`src/rtl/hazard_scoreboard.sv`:
```
// Register-hazard scoreboard for an in-order issue stage.
// Each architectural register has a down-counter of cycles until its pending write
// lands in the register file. RAW and WAW hazards stall the presented instruction.
// Otherwise the counters give the forwarding stage select for each source.
// Optional feature: define SCOREBOARD_STATS_EN to count stall cycles on stall_cnt_o.
// Without it, stall_cnt_o is tied to zero.
module hazard_scoreboard #(
  parameter int unsigned AW      = 5,
  parameter int unsigned LW      = 3,
  parameter int unsigned WB_DIST = 2,
  localparam int unsigned CW     = $clog2(2**LW - 2 + WB_DIST + 1)
) (
  input  logic          clk_i,
  input  logic          rst_i,
  input  logic          issue_valid_i,
  input  logic [AW-1:0] issue_rs1_i,
  input  logic [AW-1:0] issue_rs2_i,
  input  logic          issue_rs1_use_i,
  input  logic          issue_rs2_use_i,
  input  logic [AW-1:0] issue_rd_i,
  input  logic          issue_regwrite_i,
  input  logic [LW-1:0] issue_lat_i,
  input  logic          flush_i,
  output logic          stall_o,
  output logic          issue_fire_o,
  output logic [CW-1:0] fwd_rs1_o,
  output logic [CW-1:0] fwd_rs2_o,
  output logic [31:0]   stall_cnt_o
);

  localparam int unsigned NREG = 2**AW;
  localparam logic [CW-1:0] WbDist = CW'(WB_DIST);

  logic [CW-1:0] cnt_q [NREG];
  logic [CW-1:0] cnt_d [NREG];

  logic [LW-1:0] lat_eff;
  logic [CW-1:0] load_val;
  logic [CW-1:0] rs1_cnt, rs2_cnt, rd_cnt;
  logic          rs1_live, rs2_live, rd_live;
  logic          raw1, raw2, waw;

  // Hazard detection and forward selects from the current-cycle counters.
  always_comb begin
    // A latency of zero behaves like a single-cycle ALU op.
    lat_eff  = (issue_lat_i == '0) ? LW'(1) : issue_lat_i;
    load_val = CW'(lat_eff) - CW'(1) + WbDist;

    rs1_live = issue_rs1_use_i && (issue_rs1_i != '0);
    rs2_live = issue_rs2_use_i && (issue_rs2_i != '0);
    rd_live  = issue_regwrite_i && (issue_rd_i != '0);

    rs1_cnt  = cnt_q[issue_rs1_i];
    rs2_cnt  = cnt_q[issue_rs2_i];
    rd_cnt   = cnt_q[issue_rd_i];

    // Values within WB_DIST of write-back are already on a forwarding path.
    raw1     = rs1_live && (rs1_cnt > WbDist);
    raw2     = rs2_live && (rs2_cnt > WbDist);
    // An older write must not land after ours.
    waw      = rd_live && (rd_cnt > load_val);

    stall_o      = issue_valid_i & (raw1 | raw2 | waw);
    issue_fire_o = issue_valid_i & ~stall_o & ~flush_i;
    fwd_rs1_o    = rs1_live ? rs1_cnt : '0;
    fwd_rs2_o    = rs2_live ? rs2_cnt : '0;
  end

  // Next counter state: decrement all pending entries, then load the issuing rd.
  always_comb begin
    for (int unsigned r = 0; r < NREG; r++) begin
      cnt_d[r] = (cnt_q[r] != '0) ? cnt_q[r] - CW'(1) : '0;
    end
    if (issue_fire_o && rd_live) begin
      cnt_d[issue_rd_i] = load_val;
    end
    cnt_d[0] = '0;
  end

  // Counter registers; reset wins over any simultaneous issue.
  always_ff @(posedge clk_i) begin
    for (int unsigned r = 0; r < NREG; r++) begin
      if (rst_i) begin
        cnt_q[r] <= '0;
      end else begin
        cnt_q[r] <= cnt_d[r];
      end
    end
  end

`ifdef SCOREBOARD_STATS_EN
  logic [31:0] stall_cnt_q;

  // Saturating count of cycles spent stalled.
  always_ff @(posedge clk_i) begin
    if (rst_i) begin
      stall_cnt_q <= '0;
    end else if (stall_o && (stall_cnt_q != 32'hFFFF_FFFF)) begin
      stall_cnt_q <= stall_cnt_q + 32'd1;
    end
  end

  assign stall_cnt_o = stall_cnt_q;
`else
  assign stall_cnt_o = 32'd0;
`endif

endmodule

```
`config.mk`:
```
export PLATFORM = sky130hd
export DESIGN_NAME = hazard_scoreboard
export DESIGN_NICKNAME = d
export VERILOG_FILES = /design/src/rtl/hazard_scoreboard.sv
export SDC_FILE = /design/constraint.sdc
export NUM_CORES = 1
export LEC_CHECK = 0
export CAP_MARGIN = 10
export CELL_PAD_IN_SITES_DETAIL_PLACEMENT = 0
export CELL_PAD_IN_SITES_GLOBAL_PLACEMENT = 1
export CORE_MARGIN = 2
export CORE_UTILIZATION = 52
export CTS_CLUSTER_DIAMETER = 80
export DETAILED_ROUTE_END_ITERATION = 10
export GPL_ROUTABILITY_DRIVEN = 0
export PLACE_DENSITY = 0.86
export SLEW_MARGIN = 20
export SYNTH_ARGS = -nofsm -noshare
export SYNTH_HDL_FRONTEND = slang
export SYNTH_SLANG_ARGS = --single-unit
```
`constraint.sdc`:
```
create_clock -name clk_i -period 9.63 [get_ports clk_i]
set_input_delay 0.963 -clock clk_i [delete_from_list [all_inputs] [get_ports clk_i]]
set_output_delay 0.963 -clock clk_i [all_outputs]
set_load 0.01 [all_outputs]
```
# After elaboration in Yosys (flattened, before gate mapping)
# Memory sizes are Yosys's and may differ from the RTL's.
# Cells that the tools add are included.
dict set report op_classes {
  add_sub_neg 34
  order_cmp 5
  n_mux 74
  bitwise_logic 40
  reduce_logical 44
}
# operator count
set op_table {}
lappend op_table {{$mux 4} 67}
lappend op_table {{$bwmux 128} 1}
lappend op_table {{$reduce_bool 4->1} 32}
lappend op_table {{$sub 4x1->4 const B} 32}
lappend op_table {{$mux 124} 1}
lappend op_table {{$or 1x1->1} 34}
lappend op_table {{$demux 4 s5} 1}
lappend op_table {{$reduce_bool 5->1} 3}
lappend op_table {{$gt 4x2->1 const B} 2}
lappend op_table {{$logic_and 1x1->1} 8}
lappend op_table {{$ge 6x6->1 const B} 1}
lappend op_table {{$lt 6x1->1 const B} 1}
lappend op_table {{$not 5->6} 1}
lappend op_table {{$add 4x2->4 const B} 1}
lappend op_table {{$gt 4x4->1} 1}
lappend op_table {{$sub 3x1->4 const B} 1}
lappend op_table {{$and 1x1->1} 3}
lappend op_table {{$logic_not 3->1} 1}
lappend op_table {{$mux 1} 3}
lappend op_table {{$mux 3} 1}
lappend op_table {{$not 1->1} 2}
dict set report totals {
  reg_bits 0
  mem_bits_rw 128
  input_bits 25
  out_inout_bits 42
  wordCells 198
  memories 1
}
# memory depth width read_ports rd_clocked_by_memory_dff write_ports line
set mem_list {}
lappend mem_list {cnt_q 32 4 35 0 32 34} ;# logic [CW-1:0] cnt_q [NREG];

# Longest topological paths before layout
# Gate-level depths: netlist of run 1.
dict set report logic_depth {
  depth_word 14
  depth_mapped 17
}

# Least setup slack after synthesis of run 1
# Ideal clock, no wire load.
dict set report synth_path {
  path_kind {input to output}
  from {in issue_rd_i[0]}
  to {out issue_fire_o}
  t_arrival_ps 5003
  t_required_ps 8667
  slack_ps 3664
  cell_stages 16
  path_cell_list {clkbuf_1 > buf_1 > buf_1 > mux4_2 > a22oi_1 > nand4_1 > ha_1 > nor2b_1 > o21ai_0 > nand2b_1 > a21oi_1 > a211oi_1 > nor3_4 > buf_8 > nand2_1 > nor3b_1}
}
dict set report synth_via {
  elab_chain_cells 8
  elab_cells_between_ends 10
  cone_classes {order compare (1); bitwise (5); reduce/logical (3); memory (1)}
}
# item line
set synth_lines {}
lappend synth_lines {{from (decl)} 20} ;# input logic [AW-1:0] issue_rd_i,
lappend synth_lines {{$mem_v2 32x4 / $reduce_bool 5->1 (equally long branches)} -}
lappend synth_lines {{$gt 4x4->1 / $logic_and 1x1->1 (equally long branches)} {61, 51}}
lappend synth_lines {{$logic_and 1x1->1 *} 61} ;# waw = rd_live && (rd_cnt > load_val);
lappend synth_lines {{$or 1x1->1 *} 63} ;# stall_o = issue_valid_i & (raw1 | raw2 | waw);
lappend synth_lines {{$and 1x1->1 *} 63}
lappend synth_lines {{$not 1->1 *} 64} ;# issue_fire_o = issue_valid_i & ~stall_o & ~flush_i;
lappend synth_lines {{$and 1x1->1 * (2 in a row)} 64}
lappend synth_lines {{to (decl)} 25} ;# output logic issue_fire_o,
# Mark *: on every way between the ends. The rest lies on a longest branch, timed or not.

# Final worst setup path of run 1
# Same ends and word-level chain as after synthesis.

==> impl_metrics.ini, run 1 <==
[sta]
slew-limit-headroom_pct = 32.0
hold_ws_ns = 0.583
worst_clock_skew_ns = 0.00904
fin_crit_sh_pct = 68.7
fmax_mhz = 151
grt_setup_unrepaired = false
layout_min_cycle_time_ns = 6.61
setup_tns_ns = 0
timing.final.ws_setup_ns = 3.02
setup_viol = 0
worstMarginPinSlew_ns = 1.02
hold_viol_final = 0
drv_slew = 0

[power]
seqPwrFrac_pct = 39.2
p_clk_share_pct = 48.3
p_sw_share_pct = 26.5
p_leak_nw = 4.01
intPower_w = 0.000967
p_per_area_mw_per_mm2 = 120
ir_drop_v = 0.000120
p_switching_w = 0.000348
combPwrFrac_pct = 12.5

[global_route]
grtUsageMet3_pct = 6.61
overflow = 0
grt_antenna_before_repair = 0
met1_usage_pct = 40.8
grt_max_degree = 51
grt_usage_pct = 30.2
use_met2_pct = 47.6
grt_pass1_vias = 7995
grt_first_pass_wirelength_mm = 47.2
grt_busiest_layer = met2

[critical_path]
r2r-start = cnt_q[6][1]$_SDFF_PP0_
critPathKind = in2out
critPathLaunchType = input pin
crit_required_ns = 8.67
r2r_setup_slack_ns = 5.47
reg2reg_depth = 13
crit_start = issue_rd_i[0]
path_max_fanout = 32
r2r-end = cnt_q[1][2]$_SDFF_PP0_
cp.arrival_ns = 5.65
critPathCaptureType = primary output

[route]
drt-total-wl_mm = 30.2
route.detailed.drc = 0
dr_total_vias = 8873
post_drt_wl_per_cell_um = 23.8
drtAntennaViolNets = 0
via_per_inst = 6.97
drt_iter0_drc = 1392
firstDrtPassIters = 6

[synthesis]
ys_seq_area_share_pct = 24.6
async_reset_ff_share_pct = 0
synth_seq_cells = 124
netlist_area_mm2 = 0.0101
synthDistinctLibCells = 54
yosysWarnings = 0
synth_top_flop_cell = dfxtp_1
synth-edff-count = 0
synthCells = 1006
syn-mean-instance-area_um2 = 10.0

[floorplanning]
io_pins = 67
die_h_um = 143
initial_utilization_pct = 53.5
dieArea_mm2 = 0.0205
fp.dieW_um = 143
core.rowCount = 50
coreArea_mm2 = 0.0188

[layout]
final_layout_size_suffix_gt1_share_pct = 19.5
antenna_cells = 0
nets = 1030
mostFrequentLayoutCell = dfxtp_1
n_fill_cell = 1589
largest_register_ffs = 124
largest_registers = cnt_q x124
area.growth.synth_to_final_pct = 8.58
largest_register = cnt_q
mostFrequentLayoutCells = 124 x dfxtp_1, 84 x mux2i_1, 72 x mux4_2, 71 x o21ai_0, 68 x a21oi_1
instances_no_fill = 1273

[flow_run]
max-cap-violations = 0

[clock_network]
clockBufferDepth = 2
cts_tree = built
cts_root_buf = clkbuf_16
clock_sinks = 124
clkSlewWorstSetupHoldPaths_ns = 0.05
cts_made_buffers = 17
cts_htree_levels = 4
cts_hold_buf = 0
clk_latency_ns = 0.43
post_cts_buffers = 0
ctsResizeCount = 0

[min_path]
min_to = cnt_q[8][3]$_SDFF_PP0_
hold_start = cnt_q[8][3]$_SDFF_PP0_
holdPathStages = 2
hold_class = reg2reg

[placed_design]
dp_hpwl_mm = 21.0
pre_cts_ws_ns = 3.06
placedCellCount = 1242
port_buffers = 34

[run_status]
outcome = finished clean
==> stage by stage <==
stage,utilization (%),total power (W),instance area (µm²)
6_report,58.1,0.00131,10900
5_1_grt,58.1,0.00135,10900
4_1_cts,58.1,0.00132,10900
3_5_place_dp,55.0,0.000687,10400
3_3_place_gp,55.0,0.000686,10400
2_1_floorplan,-,0.000656,10200
==> power groups by stage <==
stage / Sequential (W) / Clock (W) / Combinational [W]
after floorplan: 0.000526 / 0 / 0.000131
after global placement: 0.000526 / 0 / 0.000160
after detailed placement: 0.000526 / 0 / 0.000161
after CTS: 0.000515 / 0.000641 / 0.000161
after global routing: 0.000515 / 0.000666 / 0.000174
final: 0.000515 / 0.000636 / 0.000164
==> how the worst max path moves through the flow <==
stage / end / slack, ns / cells after the start
4_1_cts: issue_fire_o / 3.06 / 16
2_1_floorplan: issue_fire_o / 3.66 / 16
3_5_place_dp: issue_fire_o / 3.06 / 16
5_1_grt: issue_fire_o / 2.59 / 17
3_3_place_gp: issue_fire_o / 3.16 / 16
6_report: issue_fire_o / 3.02 / 16
==> logic make-up after synthesis <==
family / synth area share, %
AND/OR/NAND/NOR: 20.2
buffers and inverters: 6.38
flip-flops: 24.6
XOR/XNOR: 0.0870
multiplexers: 33.9
other: 0.0372
AO/OA/AOI/OAI: 14.3
adder cells (fa/ha/maj): 0.497
==> critical path, stage by stage <==
cell	delay, ns
buf_2	0.46
buf_4	0.45
mux4_2	0.56
a22oi_1	0.29
nand4_1	0.14
ha_1	0.33
nor2b_1	0.14
o21ai_0	0.14
nand2b_1	0.07
a21oi_1	0.14
a211oi_1	0.09
nor3_4	0.23
buf_4	0.67
nand2_1	0.17
nor3b_1	0.21
clkdlybuf4s50_1	0.56
==> cell type report <==
| class | count | area, µm² | share of cell area [%] |
|---|---|---|---|
| repair buffers | 46 | 408 | 3.73 |
| multi-input cells | 801 | 7100 | 64.9 |
| flip-flops and latches | 124 | 2480 | 22.7 |
| well taps | 260 | 325 | 2.97 |
| inverters | 11 | 41.3 | 0.377 |
| clock buffers | 24 | 492 | 4.50 |
| clock inverters | 7 | 87.6 | 0.801 |
==> synthesized netlist by cell type (all sizes together) (2+ instances only) <==
| master | count | area share [%] |
|---|---|---|
| a22oi | 19 | 1.4 |
| a31oi | 9 | 0.56 |
| nor3b | 7 | 0.52 |
| or3 | 31 | 1.9 |
| nor2b | 12 | 0.75 |
| a211oi | 3 | 0.22 |
| nand2b | 6 | 0.37 |
| o22ai | 6 | 0.37 |
| o311ai | 32 | 2.8 |
| a21oi | 68 | 3.4 |
| ha | 4 | 0.50 |
| nand3b | 33 | 2.5 |
| clkbuf | 41 | 1.5 |
| a22o | 7 | 0.61 |
| mux4 | 72 | 16 |
| mux2i | 84 | 8.3 |
| nor4 | 4 | 0.31 |
| nor3 | 37 | 2.0 |
| o2111ai | 2 | 0.17 |
| buf | 60 | 4.4 |
| and3b | 2 | 0.17 |
| nor2 | 53 | 2.0 |
| o211ai | 2 | 0.15 |
| and2 | 9 | 0.56 |
| a221oi | 7 | 0.61 |
| mux2 | 83 | 9.4 |
| nand3 | 6 | 0.30 |
| nand2 | 50 | 1.9 |
| inv | 11 | 0.41 |
| nand4 | 36 | 6.6 |
| o21ai | 75 | 3.7 |
| dfxtp | 124 | 25 |
| or4 | 3 | 0.22 |
| and3 | 2 | 0.12 |
==> metal layers <==
metal  vias to the layer above  wire, µm
met2                       578     14000
met3                        99      3050
met5                         -         0
met4                         0      1120
met1                      4287     12100
li1                       3909         -
(Power assumes the default switching activity.)
==> inputs of run 2 (changes only) <==
--- a/config.mk
+++ b/config.mk
@@ -9,11 +9,11 @@
 export CELL_PAD_IN_SITES_DETAIL_PLACEMENT = 0
 export CELL_PAD_IN_SITES_GLOBAL_PLACEMENT = 1
 export CORE_MARGIN = 2
-export CORE_UTILIZATION = 52
+export CORE_UTILIZATION = 48
 export CTS_CLUSTER_DIAMETER = 80
 export DETAILED_ROUTE_END_ITERATION = 10
 export GPL_ROUTABILITY_DRIVEN = 0
-export PLACE_DENSITY = 0.86
+export PLACE_DENSITY = 0.8
 export SLEW_MARGIN = 20
 export SYNTH_ARGS = -nofsm -noshare
 export SYNTH_HDL_FRONTEND = slang
==> constraint.sdc (replaced) <==
create_clock -name clk_i -period 6.75 [get_ports clk_i]
set_input_delay 0.675 -clock clk_i [delete_from_list [all_inputs] [get_ports clk_i]]
set_output_delay 0.675 -clock clk_i [all_outputs]
set_load 0.01 [all_outputs]
==> run 2 against run 1 <==
Compared with the run above:
- global-route usage down 1.6 points
- sequential share of layout area down 0.11 points
- power up 45%
- die area up 8.1%
- largest cell class unchanged
- first-iteration DRC count down 29%
- combinational power up 50%
- highest routed layer unchanged
- sequential power up 43%
- utilization down 4.3 points
==> impl_metrics.ini, run 2 (synthesized netlist as in run 1, its figures left out) <==
[run_status]
outcome = finished clean

[layout]
largest_register = cnt_q
final_layout_size_suffix_gt1_share_pct = 20.1
largest_registers = cnt_q x124
fin_area_mm2 = 0.0110
n_fill_cell = 1887
area.growth.synth_to_final_pct = 9.13
mostFrequentLayoutCells = 124 x dfxtp_1, 84 x mux2i_1, 72 x mux4_2, 71 x o21ai_0, 68 x a21oi_1
largest_register_ffs = 124
antenna_cells = 0
nets = 1034
mostFrequentLayoutCell = dfxtp_1

[clock_network]
cts_made_buffers = 17
cts_tree = built
cts_hold_buf = 0
clockBufferDepth = 2
ctsResizeCount = 0
clk_latency_ns = 0.43
cts_root_buf = clkbuf_16
clkSlewWorstSetupHoldPaths_ns = 0.05
cts_htree_levels = 4
post_cts_buffers = 0
clock_sinks = 124

[global_route]
grt_pass1_vias = 8184
grt_usage_pct = 28.6
grt_max_degree = 97
grt_antenna_before_repair = 0
grt_first_pass_wirelength_mm = 48.4
overflow = 0

[critical_path]
crit_chain = buf_2, buf_4, mux4_2, a22o_1, a221oi_1, and3_1, ha_1, nor2b_1, o21ai_0, nand2b_1, a21oi_1, a211oi_1, nor3_4, nand2_1, nor3b_1, clkdlybuf4s50_1
slowest_stage = buf_2
critPathKind = in2out
path_max_fanout = 21
critPathCaptureType = primary output
path_buf_inv = 3
cp.arrival_ns = 4.51
max_stage_delay_ns = 0.56
crit_required_ns = 6.07
cpLargestDelayFamily = buffers and inverters
critPathLaunchType = input pin

[sta]
timing.final.ws_setup_ns = 1.57
worstMarginPinSlew_ns = 1.14
fin_crit_sh_pct = 76.8
worst_clock_skew_ns = 0.00808
fmax_mhz = 193
setup_viol = 0
slew-limit-headroom_pct = 24.1
grt_setup_unrepaired = false
layout_min_cycle_time_ns = 5.18
setup_tns_ns = 0
drv_slew = 0
hold_viol_final = 0

[flow_run]
max-cap-violations = 0

[min_path]
hold_class = reg2reg

[power]
p_per_area_mw_per_mm2 = 173
ir_drop_v = 0.000150
p_leak_nw = 4.02

[floorplanning]
dieArea_mm2 = 0.0222
io_pins = 67
initial_utilization_pct = 49.3
die_h_um = 149
core.rowCount = 52
fp.dieW_um = 149
coreArea_mm2 = 0.0204

[placed_design]
dp_hpwl_mm = 20.9
pre_cts_ws_ns = 1.47
port_buffers = 34
placed_area_mm2 = 0.0104

[route]
drt-total-wl_mm = 30.6
firstDrtPassIters = 5
route.detailed.drc = 0
via_per_inst = 6.69
dr_total_vias = 8605
post_drt_wl_per_cell_um = 23.8
drtAntennaViolNets = 0
drt_iter0_drc = 989
[run 2: changes by cell type in the layout (fill, tap and decap cells not counted)]
cell	before	now
buf_4	13	17
clkbuf_1	3	1
clkbuf_8	4	3
clkinv_2	4	2
clkinv_4	0	1
clkinvlp_4	1	5
nor2b_2	2	1
nor2b_4	0	1
[run 2: final cells by class]
cell class                      instances  area, µm²  share of cell area (%)
Clock buffer                           21        470                    4.28
Multi-Input combinational cell        801       7110                    64.7
Inverter                               11       41.3                   0.376
Tap cell                              270        338                    3.07
Timing Repair Buffer                   50        438                    3.98
Sequential cell                       124       2480                    22.6
Clock inverter                         10        116                    1.06
[run 2: per-layer routing]
metal  vias up  global-route usage [%]  wire length, µm
met2       400                    45.5            14500
li1       3909                       -                -
met5         -                       0                0
met1      4234                    37.7            12600
met3        62                    6.70             2560
met4         0                    11.4              965
[run 2: final timing paths]
check                                        startpoint                      end  slack, ns  cells after the start
worst max register to register  cnt_q[11][1]$_SDFF_PP0_   cnt_q[4][1]$_SDFF_PP0_       2.66                     13
worst min-delay path            cnt_q[30][3]$_SDFF_PP0_  cnt_q[30][3]$_SDFF_PP0_       0.58                      2
worst min register to register  cnt_q[30][3]$_SDFF_PP0_  cnt_q[30][3]$_SDFF_PP0_       0.58                      2
worst max-delay path                      issue_rd_i[0]             issue_fire_o       1.57                     16
[run 2: tightest hold or removal path, stage by stage (launching register included)]
cell and delay (ns):
dfxtp_1 0.36, o311ai_0 0.10, mux2i_1 0.07
[run 2: per-stage QoR]
| stage | utilization [%] | instances | power, W | hold slack (ns) |
|---|---|---|---|---|
| after global routing | 53.8 | 1287 | 0.00196 | 0.614 |
| after global placement | 50.9 | 1256 | 0.000991 | 0.561 |
| final | 53.8 | 1287 | 0.00190 | 0.575 |
| after CTS | 53.8 | 1287 | 0.00191 | 0.574 |
| after detailed placement | 50.9 | 1256 | 0.000991 | 0.564 |
| after floorplan | - | 1037 | 0.000936 | 0.524 |
[run 2: report_power, final]
group | internal (W) | leakage [nW] | switching, W | total (W)
Sequential | 0.000733 | 0.998 | 0.00000182 | 0.000735
Combinational | 0.0000707 | 2.75 | 0.000176 | 0.000246
Clock | 0.000569 | 0.273 | 0.000350 | 0.000919
Total | 0.00137 | 4.02 | 0.000528 | 0.00190
